**config.mk**
```make
export PLATFORM = sky130hd
export DESIGN_NAME = ram_dual_port_be
export DESIGN_NICKNAME = d
export VERILOG_FILES = /design/src/rtl/ram_dual_port_be.sv
export SDC_FILE = /design/constraint.sdc
export NUM_CORES = 1
export LEC_CHECK = 0
export CORE_MARGIN = 4
export CORE_UTILIZATION = 55
export DETAILED_ROUTE_END_ITERATION = 6
export PLACE_DENSITY_LB_ADDON = 0.05
export SYNTH_ARGS = -nofsm -noshare
export SYNTH_HDL_FRONTEND = slang
export SYNTH_SLANG_ARGS = --single-unit
```
**constraint.sdc**
```tcl
create_clock -name clk_i -period 2.6 [get_ports clk_i]
set_input_delay 0.39 -clock clk_i [delete_from_list [all_inputs] [get_ports clk_i]]
set_output_delay 0.39 -clock clk_i [all_outputs]
set_load 0.05 [all_outputs]
```
**src/rtl/ram_dual_port_be.sv**
```systemverilog
`default_nettype none
// ============================================================================
// Module   : ram_dual_port_be
// Purpose  : Simple-dual-port RAM with one byte-enabled write port and one
//            independent, valid-qualified read port. A built-in clear
//            sequencer zeroes every word after reset or on request.
// Ports    : clk_i      - single clock, rising edge
//            rst_i      - synchronous reset, active-high
//            clear_i    - pulse: start zeroing all words (ignored while busy)
//            busy_o     - clear in progress; both ports ignored
//            wr_en_i    - write request
//            wr_addr_i  - write address
//            wr_be_i    - byte enables, bit k covers data[8k+7:8k]
//            wr_data_i  - write data
//            rd_en_i    - read request
//            rd_addr_i  - read address
//            rd_data_o  - read data, holds its value while rd_valid_o=0
//            rd_valid_o - one-cycle pulse per accepted read
// Options  : RAM_BYPASS_EN - when defined, a same-cycle read and write to the
//            same address return the merged write data (write-first);
//            otherwise the old word is returned (read-first).
// Revision : 1.0 - initial release
// ============================================================================
module ram_dual_port_be #(
    parameter int ADDRESS_WIDTH = 5,
    parameter int DATA_WIDTH    = 32,
    parameter int MEMORY_DEPTH  = 32,
    parameter int OUTPUT_REG    = 0
) (
    input  logic                      clk_i,
    input  logic                      rst_i,
    input  logic                      clear_i,
    output logic                      busy_o,
    input  logic                      wr_en_i,
    input  logic [ADDRESS_WIDTH-1:0]  wr_addr_i,
    input  logic [DATA_WIDTH/8-1:0]   wr_be_i,
    input  logic [DATA_WIDTH-1:0]     wr_data_i,
    input  logic                      rd_en_i,
    input  logic [ADDRESS_WIDTH-1:0]  rd_addr_i,
    output logic [DATA_WIDTH-1:0]     rd_data_o,
    output logic                      rd_valid_o
);

    localparam int                     c_BYTES     = DATA_WIDTH / 8;
    // One extra bit so a depth of exactly 2**ADDRESS_WIDTH is representable.
    localparam logic [ADDRESS_WIDTH:0] c_DEPTH     = (ADDRESS_WIDTH + 1)'(MEMORY_DEPTH);
    localparam logic [ADDRESS_WIDTH-1:0] c_LAST_ADDR = ADDRESS_WIDTH'(MEMORY_DEPTH - 1);

    localparam logic [0:0] c_ST_CLEAR = 1'b0;
    localparam logic [0:0] c_ST_READY = 1'b1;

    logic [DATA_WIDTH-1:0]    r_mem [MEMORY_DEPTH];
    logic [0:0]               r_state;
    logic                     r_busy;
    logic [ADDRESS_WIDTH-1:0] r_clr_addr;

    logic                     r_s1_valid;
    logic [DATA_WIDTH-1:0]    r_s1_data;

    logic                     w_ready;
    logic                     w_wr_in_range;
    logic                     w_rd_in_range;
    logic                     w_wr_fire;
    logic                     w_rd_fire;
    logic [DATA_WIDTH-1:0]    w_rd_word;

    assign w_ready       = (r_state == c_ST_READY);
    assign w_wr_in_range = ({1'b0, wr_addr_i} < c_DEPTH);
    assign w_rd_in_range = ({1'b0, rd_addr_i} < c_DEPTH);
    // Out-of-range writes are dropped; out-of-range reads still complete.
    assign w_wr_fire     = w_ready & wr_en_i & w_wr_in_range;
    assign w_rd_fire     = w_ready & rd_en_i;
    assign busy_o        = r_busy;

    // ------------------------------------------------------------------
    // Clear sequencer
    // ------------------------------------------------------------------
    always_ff @(posedge clk_i) begin
        if (rst_i) begin
            r_state    <= c_ST_CLEAR;
            r_busy     <= 1'b1;
            r_clr_addr <= '0;
        end else begin
            case (r_state)
                c_ST_CLEAR: begin
                    if (r_clr_addr == c_LAST_ADDR) begin
                        r_state    <= c_ST_READY;
                        r_busy     <= 1'b0;
                        r_clr_addr <= '0;
                    end else begin
                        r_clr_addr <= r_clr_addr + ADDRESS_WIDTH'(1);
                    end
                end
                default: begin
                    if (clear_i) begin
                        r_state    <= c_ST_CLEAR;
                        r_busy     <= 1'b1;
                        r_clr_addr <= '0;
                    end
                end
            endcase
        end
    end

    // ------------------------------------------------------------------
    // Storage: the clear sequencer owns the array while it runs. A write
    // coinciding with clear_i lands now and is zeroed by the sweep later.
    // ------------------------------------------------------------------
    always_ff @(posedge clk_i) begin
        if (!rst_i) begin
            if (r_state == c_ST_CLEAR) begin
                r_mem[r_clr_addr] <= '0;
            end else if (w_wr_fire) begin
                for (int k = 0; k < c_BYTES; k++) begin
                    if (wr_be_i[k]) begin
                        r_mem[wr_addr_i][8*k +: 8] <= wr_data_i[8*k +: 8];
                    end
                end
            end
        end
    end

    // ------------------------------------------------------------------
    // Read word selection
    // ------------------------------------------------------------------
`ifdef RAM_BYPASS_EN
    always_comb begin
        w_rd_word = w_rd_in_range ? r_mem[rd_addr_i] : '0;
        // w_wr_fire implies an in-range write address, so an address match
        // also implies an in-range read.
        if (w_wr_fire && (wr_addr_i == rd_addr_i)) begin
            for (int k = 0; k < c_BYTES; k++) begin
                if (wr_be_i[k]) begin
                    w_rd_word[8*k +: 8] = wr_data_i[8*k +: 8];
                end
            end
        end
    end
`else
    assign w_rd_word = w_rd_in_range ? r_mem[rd_addr_i] : '0;
`endif

    // ------------------------------------------------------------------
    // Read pipeline: data registers only load on a valid beat so the
    // output holds its last value between reads.
    // ------------------------------------------------------------------
    always_ff @(posedge clk_i) begin
        if (rst_i) begin
            r_s1_valid <= 1'b0;
            r_s1_data  <= '0;
        end else begin
            r_s1_valid <= w_rd_fire;
            if (w_rd_fire) begin
                r_s1_data <= w_rd_word;
            end
        end
    end

    generate
        if (OUTPUT_REG != 0) begin : g_out_reg
            logic                  r_s2_valid;
            logic [DATA_WIDTH-1:0] r_s2_data;

            always_ff @(posedge clk_i) begin
                if (rst_i) begin
                    r_s2_valid <= 1'b0;
                    r_s2_data  <= '0;
                end else begin
                    r_s2_valid <= r_s1_valid;
                    if (r_s1_valid) begin
                        r_s2_data <= r_s1_data;
                    end
                end
            end

            assign rd_valid_o = r_s2_valid;
            assign rd_data_o  = r_s2_data;
        end else begin : g_out_direct
            assign rd_valid_o = r_s1_valid;
            assign rd_data_o  = r_s1_data;
        end
    endgenerate

endmodule
`default_nettype wire

```
=== After elaboration in Yosys (flattened, before gate mapping) ===
Memories as Yosys holds them, arrays and structs flattened. A register that Yosys moved wholly into a read port is not among the register bits.
Index checks and enable logic that the tools add are counted.

* Flip-flop bits (word level): 8
* Latch bits: 0
* Bits in writable memories: 1024
* Memory bits (read-only): 0
* Input port bits: 51
* Output and inout bits: 34
* Word-level logic and storage cells: 48
* Memories kept: 1

* Add/sub/neg operators: 1
* $mul: 0
* Divide/modulo/power cells: 0
* Magnitude comparators: 0
* Eq/ne operators: 2
* Shift operators: 0
* Mux-type cells: 35
* Bitwise operators: 2
* Reduce and logical (&&, ||, !) cells: 3

{| class="wikitable"
|+ Memories
! name !! depth !! bits a word !! rd ports !! clocked after Yosys merged registers in !! wr ports !! RTL line !! source
|-
| r_mem || 32 || 32 || 1 || 1 || 1 || 52 || <nowiki>logic [DATA_WIDTH-1:0] r_mem [MEMORY_DEPTH];</nowiki>
|}

{| class="wikitable"
|+ Operator list
! kind !! count
|-
| 2-to-1 mux 32 bit || 1
|-
| OR reduction 32 bit || 1
|-
| 2-to-1 mux 1 bit || 29
|-
| 2-to-1 mux 5 bit || 4
|-
| adder 5 x 1 -> 5 bit (second input constant) || 1
|-
| equality test 5 bit (second input constant) || 1
|-
| 2-to-1 mux 4 bit || 1
|-
| AND 1 bit || 2
|-
| inequality test 2 bit (second input constant) || 1
|-
| AND reduction 2 bit || 1
|-
| nonzero test 2 bit || 1
|}

=== Longest topological paths before layout ===
Gate-level depths: netlist of the first run.

* Depth after elaboration: 7
* Depth in mapped cells: 8
* Gate-level depth less buffers: 6

=== Least setup slack after synthesis of the first run ===
No wires, ideal clock.

* Kind: input to register
* Start: in rst_i
* End: mem r_mem[25][0] (enable)
* Library setup time: 370 ps
* Arrival time: 2049 ps
* Data required time: 2230 ps
* Path slack: 180 ps
* Cell stages on the path: 6
* Buffers on the path: 3
* Cell sequence: clkbuf_1 nor3_1 buf_2 buf_2 a41oi_1 nor2_1

* Longest elaborated chain between the ends: 4
* Elaborated cells between the ends (all ways): 13
* Those cells by class: mux (12); reduce/logical (1)

{| class="wikitable"
|+ RTL lines
! item !! RTL line !! source
|-
| start: declaration || 31 || <nowiki>input logic rst_i,</nowiki>
|-
| 2-to-1 mux 1 bit || 110 || <nowiki>if (!rst_i) begin</nowiki>
|-
| 2-to-1 mux 1 bit (implied by the code) || 116 || <nowiki>r_mem[wr_addr_i][8*k +: 8] <= wr_data_i[8*k +: 8];</nowiki>
|-
| OR reduction 32 bit (no source line) || - ||
|-
| 2-to-1 mux 5 bit (no source line) or 2-to-1 mux 4 bit (tied branches) || - ||
|-
| end: declaration || 52 ||
|}

Several ways; a longest one is shown, not always the timed one.

=== Worst setup path after layout of the first run ===
* Start: reg r_state
* End: mem r_mem[10][27] (enable)

* Longest elaborated chain between the ends: 7
* Elaborated cells between the ends (all ways): 23
* Those cells by class: mux (21); bitwise (1); reduce/logical (1)

{| class="wikitable"
|+ RTL lines
! item !! RTL line !! source
|-
| start: declaration || 53 || <nowiki>logic [0:0] r_state;</nowiki>
|-
| start signal: assignment || 80 || <nowiki>r_state <= c_ST_CLEAR;</nowiki>
|-
| start signal: assignment || 87 || <nowiki>r_state <= c_ST_READY;</nowiki>
|-
| start signal: assignment || 96 || <nowiki>r_state <= c_ST_CLEAR;</nowiki>
|-
| AND 1 bit || 71 || <nowiki>assign w_wr_fire = w_ready & wr_en_i & w_wr_in_range;</nowiki>
|-
| 2-to-1 mux 1 bit || 113 || <nowiki>end else if (w_wr_fire) begin</nowiki>
|-
| 2-to-1 mux 1 bit || 111 || <nowiki>if (r_state == c_ST_CLEAR) begin</nowiki>
|-
| 2-to-1 mux 1 bit || 110 ||
|-
| 2-to-1 mux 1 bit (implied by the code) || 116 ||
|-
| OR reduction 32 bit (no source line) || - ||
|-
| 2-to-1 mux 5 bit (no source line) or 2-to-1 mux 4 bit (tied branches) || - ||
|}

Several ways; a longest one is shown, not always the timed one.

==> metrics.cfg, run 1 <==
[outcome]
outcome=finished, violations left
violations=negative setup slack

[floorplanning]
die_w_um=285
num_rows=101
die_h_um=285
initial_core_util_pct=55.6
ios=85
die_area_um2=81300
core-area_um2=76100

[clocking]
cts_buffer_depth=3
cts_root_buf=clkbuf_16
cts_setup_buffers=0
cts_buffers=106
clkSinkCount=1064
clk_pin_slew_ns=0.06
cts-htree-levels=3
clock_latency_ns=0.66
cts.hold.buffers_added=0
cts_tree=yes

[setup_path]
crit_slowest_cell=nor2_1
critPathCaptureType=register
crit_required_ns=2.88
crit_path_max_incr_delay_ns=0.52
startpoint=r_state
worstPathMaxFanout=8
cp.arrival_ns=2.90
critPathCapture=r_mem[10][27]
worstSetupPathType=reg -> reg
reg2regPathDepth=7
worstPathCellList=nand2_1, nor3_4, mux2i_1, buf_4, nand2_1, buf_4, nor2_1
worstReg2RegEnd=r_mem[10][27]
rrSetupSlack_ns=-0.02
reg2reg_from=r_state
startpoint_type=register

[place]
placed_cell_area_um2=45800
place.gp.congestion=0.856
numPortBuffers=84
dp_hpwl_um=65600
pre_cts_ws_ns=-0.729
dp.cells=3621

[timing]
fin_skew_ns=0.0254
setup_viol=36
rsz0062_at_grt=yes
fin_crit_ns=2.62
finalHoldViolCount=0
fin_crit_sh_pct=101
drv_slew=0
setup_slack_ns=-0.0199
setup_tns_ns=-0.421
max_slew_margin_pct=49.6
max_freq_ghz=0.382
worstMarginPinSlew_ns=0.754

[pwr]
power.density_nw_per_um2=702
leakage_uw=0.0163
irDropWorstVdd_v=0.000569

[hold_path]
min_path_type=in -> reg
whs_path_depth=3

[cells_and_area]
utilization_pct=64.9
fillers=5377
finalInstanceArea_um2=49400
fin_cells=3819
drive_gt1_share_pct=17.7
syn_to_final_growth_pct=16.9
antenna_cells=0
layout.nets=2752

[logic_synthesis]
synth-seq-cells=1064
avgSynthCellArea_um2=17.1
yosysSeqAreaShare_pct=74.7
syn-num-nets=2529
syn_inst=2476
synth_ff_type=edfxtp_1
ys_async_sr_fraction_pct=0
synth_warnings=0
synth_edf_count=1024
ys_types=36
syn_area_um2=42300

[grt]
gr-usage-all-layers_pct=24.7
grt_max_degree=66
grt_antenna_before_repair=0
grt_overflow_total=0
grt_pass1_vias=23000
grt_pass1_wl_um=150000

[routing]
drc=0
routed_wl_um=102000
drt-vias-per-instance=5.97
firstDrtPassIters=6
num_vias=22800
ant_nets=0
wl_met2_um=49900
avgRoutedWirePerCell_um=26.6
wl_met3_um=5470
wl_met1_um=43800
drt_iter0_drc=2376
dr.max_layer_used=met4

[job]
max-cap-violations=0

==> worst min path at each step <==
| stage | start | to | slack, ns |
|---|---|---|---|
| after floorplan | clear_i | r_state | 0.49 |
| after global placement | rd_data_o[1] | rd_data_o[1] | 0.52 |
| after detailed placement | rd_data_o[28] | rd_data_o[28] | 0.52 |
| after CTS | rst_i | rd_data_o[5] | 0.15 |
| after global routing | rst_i | r_clr_addr[3] | 0.21 |
| final | rst_i | rd_data_o[5] | 0.20 |
==> cells by family after synthesis <==
kind of cell    share of synthesized area (%)
compound gates                           7.45
xor+xnor                               0.0415
fa+ha+maj                              0.0592
buf+inv                                  2.34
flops                                    74.7
mux                                      12.2
simple gates                             3.28
==> critical path: cells and delay by family, from the launching register on <==
kind	cells	cell delay, ns
simple gates	4	1.16
buf+inv	2	0.40
flops	1	0.41
mux	1	0.26
==> layout make-up <==
cell class / instances / area, um^2 / area share [%]
clock buffer: 137 / 2850 / 5.77
multi-input combinational: 1253 / 10000 / 20.3
clock inverter: 61 / 455 / 0.922
sequential: 1064 / 31600 / 63.9
inverter: 1 / 3.75 / 0.00760
timing repair buffer: 273 / 3210 / 6.50
tap: 1030 / 1290 / 2.61
==> through the flow <==
| step | hold slack (ns) | total power [uW] |
|---|---|---|
| final | 0.201 | 34700 |
| after global routing | 0.207 | 35800 |
| after CTS | 0.151 | 34900 |
| after detailed placement | 0.523 | 20600 |
| after global placement | 0.515 | 20500 |
| after floorplan | 0.494 | 19900 |
==> registers in the layout, indices dropped and copies added (netlist names) <==
| name | flops |
|---|---|
| busy_o | 1 |
| r_clr_addr | 5 |
| rd_data_o | 32 |
| rd_valid_o | 1 |
| r_mem | 1024 |
| r_state | 1 |
==> placed cells by master, fill, tap and decap left out, types with 4 or more instances in the layout <==
master              n
buf_12             76
or4_1              33
clkbuf_8            4
a211oi_2           32
a22oi_1           256
nand2_1            16
nor2b_1             6
buf_4             114
a41oi_1             6
clkbuf_16         108
clkinv_2           23
and2_1             32
nor4_1              7
nor2_2            108
a31oi_1            10
bufinv_16           5
nor3_1             10
clkdlybuf4s50_1    82
clkinvlp_4          6
clkinv_1           22
a21oi_1           136
nor2_1             58
dfxtp_1            40
mux2i_1           513
edfxtp_1         1024
clkbuf_1           25
nand2b_1            6
==> where the power goes <==
part	internal (uW)	switching (uW)	leakage, uW
registers	18600	38.4	0.00889
logic	638	925	0.00576
clock network	8230	6250	0.00162
total	27500	7210	0.0163
==> cells in the mapped netlist (6+ instances only) <==
cell / instances / area share [%]
or4_1: 33 / 0.59
nor3_1: 11 / 0.13
nor4_1: 7 / 0.10
nor2b_1: 8 / 0.12
edfxtp_1: 1024 / 73
mux2i_1: 513 / 12
a22oi_1: 256 / 4.5
buf_8: 9 / 0.32
nor2_1: 168 / 1.5
a211oi_2: 32 / 0.95
buf_1: 9 / 0.080
and2_1: 34 / 0.50
nand2_1: 16 / 0.14
dfxtp_1: 40 / 1.9
clkbuf_1: 88 / 0.78
a41oi_1: 6 / 0.12
a31oi_1: 10 / 0.15
nand2b_1: 8 / 0.12
a21oi_1: 136 / 1.6
buf_6: 21 / 0.56
buf_4: 22 / 0.39
==> per-layer routing <==
| layer | vias up | track usage, % |
|---|---|---|
| met3 | 143 | 3.34 |
| met2 | 758 | 41.0 |
| li1 | 10300 | - |
| met1 | 11600 | 34.6 |
| met5 | - | 0 |
| met4 | 0 | 7.17 |
==> timing repair <==
| action | in CTS | in global routing |
|---|---|---|
| resized for setup | 16 | 95 |
| setup endpoints to repair | 943 | 774 |
| gates cloned | 0 | 0 |
Power figures use the tool's default switching activity.
==> inputs of run 2 (changes only) <==
CTS_CLUSTER_DIAMETER = 80   (was default)
CTS_CLUSTER_SIZE = 14   (was default)
==> run 2 against run 1 <==
Effect of this change: the run now ends clean; core utilization decreased by 1.1 points; final cell count decreased by 1.2%; worst setup slack gained 0.17 ns; combinational power hardly changed; largest cell class unchanged; highest routed layer unchanged.
==> metrics.cfg, run 2 (synthesized netlist as in run 1, its figures left out) <==
[pwr]
finalPower_uw=32100  ; was 34700 uW
power.density_nw_per_um2=660  ; was 702 nW/um^2
irDropWorstVdd_v=0.000551  ; was 0.000569 V
leakage_uw=0.0158  ; was 0.0163 uW
switching_share_pct=20.5  ; was 20.8%
seqPwrFrac_pct=58.1  ; was 53.8%
p_sw_uw=6570  ; was 7210 uW
internal_power_uw=25500  ; was 27500 uW
clockPowerShare_pct=37.0  ; was 41.7%
combPwrFrac_pct=4.9  ; was 4.5%

[clocking]
cts_tree=yes  ; unchanged
cts.hold.buffers_added=0  ; unchanged
clk_pin_slew_ns=0.07  ; was 0.06 ns
cts_buffer_depth=3  ; unchanged
cts_setup_buffers=0  ; unchanged
clock_latency_ns=0.63  ; was 0.66 ns
cts_buffers=85  ; was 106
clkSinkCount=1064  ; unchanged
cts-htree-levels=3  ; unchanged
cts_root_buf=clkbuf_16  ; unchanged

[grt]
grt_pass1_wl_um=149000  ; was 150000 um
grt_pass1_vias=22800  ; was 23.0k
grt_max_degree=66  ; unchanged
gr-usage-all-layers_pct=24.6  ; was 24.7%
grt_antenna_before_repair=0  ; unchanged
grt_overflow_total=0  ; unchanged

[timing]
finalHoldViolCount=0  ; unchanged
worstMarginPinSlew_ns=0.717  ; was 0.754 ns
max_slew_margin_pct=52.2  ; was 49.6%
setup_viol=0  ; was 36
max_freq_ghz=0.408  ; was 0.382 GHz
fin_crit_sh_pct=94.3  ; was 101%
setup_slack_ns=0.148  ; was -0.0199 ns
drv_slew=0  ; unchanged
setup_tns_ns=0  ; was -0.421 ns
fin_crit_ns=2.45  ; was 2.62 ns
rsz0062_at_grt=yes  ; unchanged
fin_skew_ns=0.0272  ; was 0.0254 ns

[outcome]
outcome=finished clean  ; was finished, violations left

[setup_path]
rrSetupSlack_ns=0.15  ; was -0.02 ns
startpoint_type=register  ; unchanged
worstPathMaxFanout=35  ; was 8
worstPathCellList=nand2_1, nor3_4, buf_12, a41oi_1, buf_4, nor2_1  ; was nand2_1, nor3_4, mux2i_1, buf_4, nand2_1, buf_4, nor2_1
worstSetupPathType=reg -> reg  ; unchanged
cp_top_family=simple AND/OR/NAND/NOR gates  ; unchanged
crit_path_max_incr_delay_ns=0.50  ; was 0.52 ns
crit_buf_inv=2  ; unchanged
cp.arrival_ns=2.71  ; was 2.90 ns
crit_slowest_cell=nor2_1  ; unchanged
critPathCaptureType=register  ; unchanged
crit_required_ns=2.86  ; was 2.88 ns

[place]
placed_cell_area_um2=45800  ; unchanged
pre_cts_ws_ns=-0.729  ; unchanged
numPortBuffers=84  ; unchanged
dp_hpwl_um=65600  ; unchanged
place.gp.congestion=0.856  ; unchanged

[hold_path]
min_path_type=in -> reg  ; unchanged

[routing]
drc=0  ; unchanged
routed_wl_um=101000  ; was 102000 um
avgRoutedWirePerCell_um=26.8  ; was 26.6 um
num_vias=22700  ; was 22.8k
drt-vias-per-instance=6.01  ; was 5.97
ant_nets=0  ; unchanged
firstDrtPassIters=7  ; was 6
drt_iter0_drc=2328  ; was 2376

[floorplanning]
ios=85  ; unchanged
die_w_um=285  ; unchanged
die_area_um2=81300  ; unchanged
die_h_um=285  ; unchanged
num_rows=101  ; unchanged
core-area_um2=76100  ; unchanged
initial_core_util_pct=55.6  ; unchanged

[cells_and_area]
syn_to_final_growth_pct=15.0  ; was 16.9%
largest-register=r_mem  ; unchanged
largest_register_ffs=1024  ; unchanged
layout.nets=2731  ; was 2752
multi_input_area_um2=10100  ; was 10000 um^2
final_cell_mix=edfxtp_1 (1024), mux2i_1 (513), a22oi_1 (256)  ; unchanged
utilization_pct=63.9  ; was 64.9%
antenna_cells=0  ; unchanged
fillers=5440  ; was 5377
drive_gt1_share_pct=16.0  ; was 17.7%
final_common_cell=edfxtp_1  ; unchanged
area.sequential_um2=31600  ; unchanged
finalInstanceArea_um2=48600  ; was 49400 um^2

[job]
max-cap-violations=0  ; unchanged

## run 2: cell count changes in the layout (fill, tap and decap cells not counted), moves of 2 or more
cell / change
inv_6: -2
clkinv_2: -23
nor2_2: +4
bufinv_16: -5
nor2_1: -9
clkbuf_16: -21
clkinvlp_4: -6
clkinv_1: -22
clkbuf_8: -4
clkbuf_1: +40
nor2_4: +5
## run 2: what timing repair did
action | in CTS | in global routing
resized for setup | 76 | 50
endpoints found under the setup margin | 841 | 378
cloned | 0 | 0
## run 2: path summary, 6_finish.rpt
path                 startpoint  cells past startpoint             to
hold reg to reg   rd_data_o[13]                      2  rd_data_o[13]
hold / removal            rst_i                      3  r_clr_addr[1]
setup / recovery        r_state                      6  r_mem[11][15]
setup reg to reg        r_state                      6  r_mem[11][15]
## run 2: routing by layer
metal | wire (um) | GRT usage [%] | up-vias | share of wire [%]
met1 | 43300 | 34.5 | 11600 | 43
li1 | - | - | 10200 | -
met3 | 5860 | 3.54 | 135 | 5.8
met4 | 2490 | 6.16 | 0 | 2.5
met2 | 49600 | 41.1 | 764 | 49
met5 | 0 | 0 | - | 0
## run 2: worst min-delay path, delay by kind of cell
kind / cells / cell delay [ns]
compound gates: 1 / 0.06
buf+inv: 2 / 0.35
## run 2: layout make-up
| type | count | area share [%] |
|---|---|---|
| inverter | 1 | 0.00773 |
| sequential | 1064 | 64.9 |
| clock buffer | 152 | 4.98 |
| clock inverter | 1 | 0.0180 |
| tap | 1030 | 2.65 |
| multi-input combinational | 1253 | 20.8 |
| timing repair buffer | 273 | 6.61 |
## run 2: power by group through the flow
| stage | Combinational, uW | Sequential (uW) | Clock, uW |
|---|---|---|---|
| finish | 1570 | 18700 | 11900 |
| floorplan | 932 | 19000 | 0 |
| global route | 1650 | 18600 | 12800 |
| CTS | 1550 | 18700 | 12100 |
| detailed placement | 1530 | 19000 | 0 |
| global placement | 1510 | 19000 | 0 |
## run 2: metrics by stage
| stage | hold WS, ns | cells |
|---|---|---|
| after floorplan | 0.494 | 2476 |
| after global placement | 0.515 | 3621 |
| after detailed placement | 0.523 | 3621 |
| after CTS | 0.202 | 3774 |
| after global routing | 0.247 | 3774 |
| final | 0.239 | 3774 |
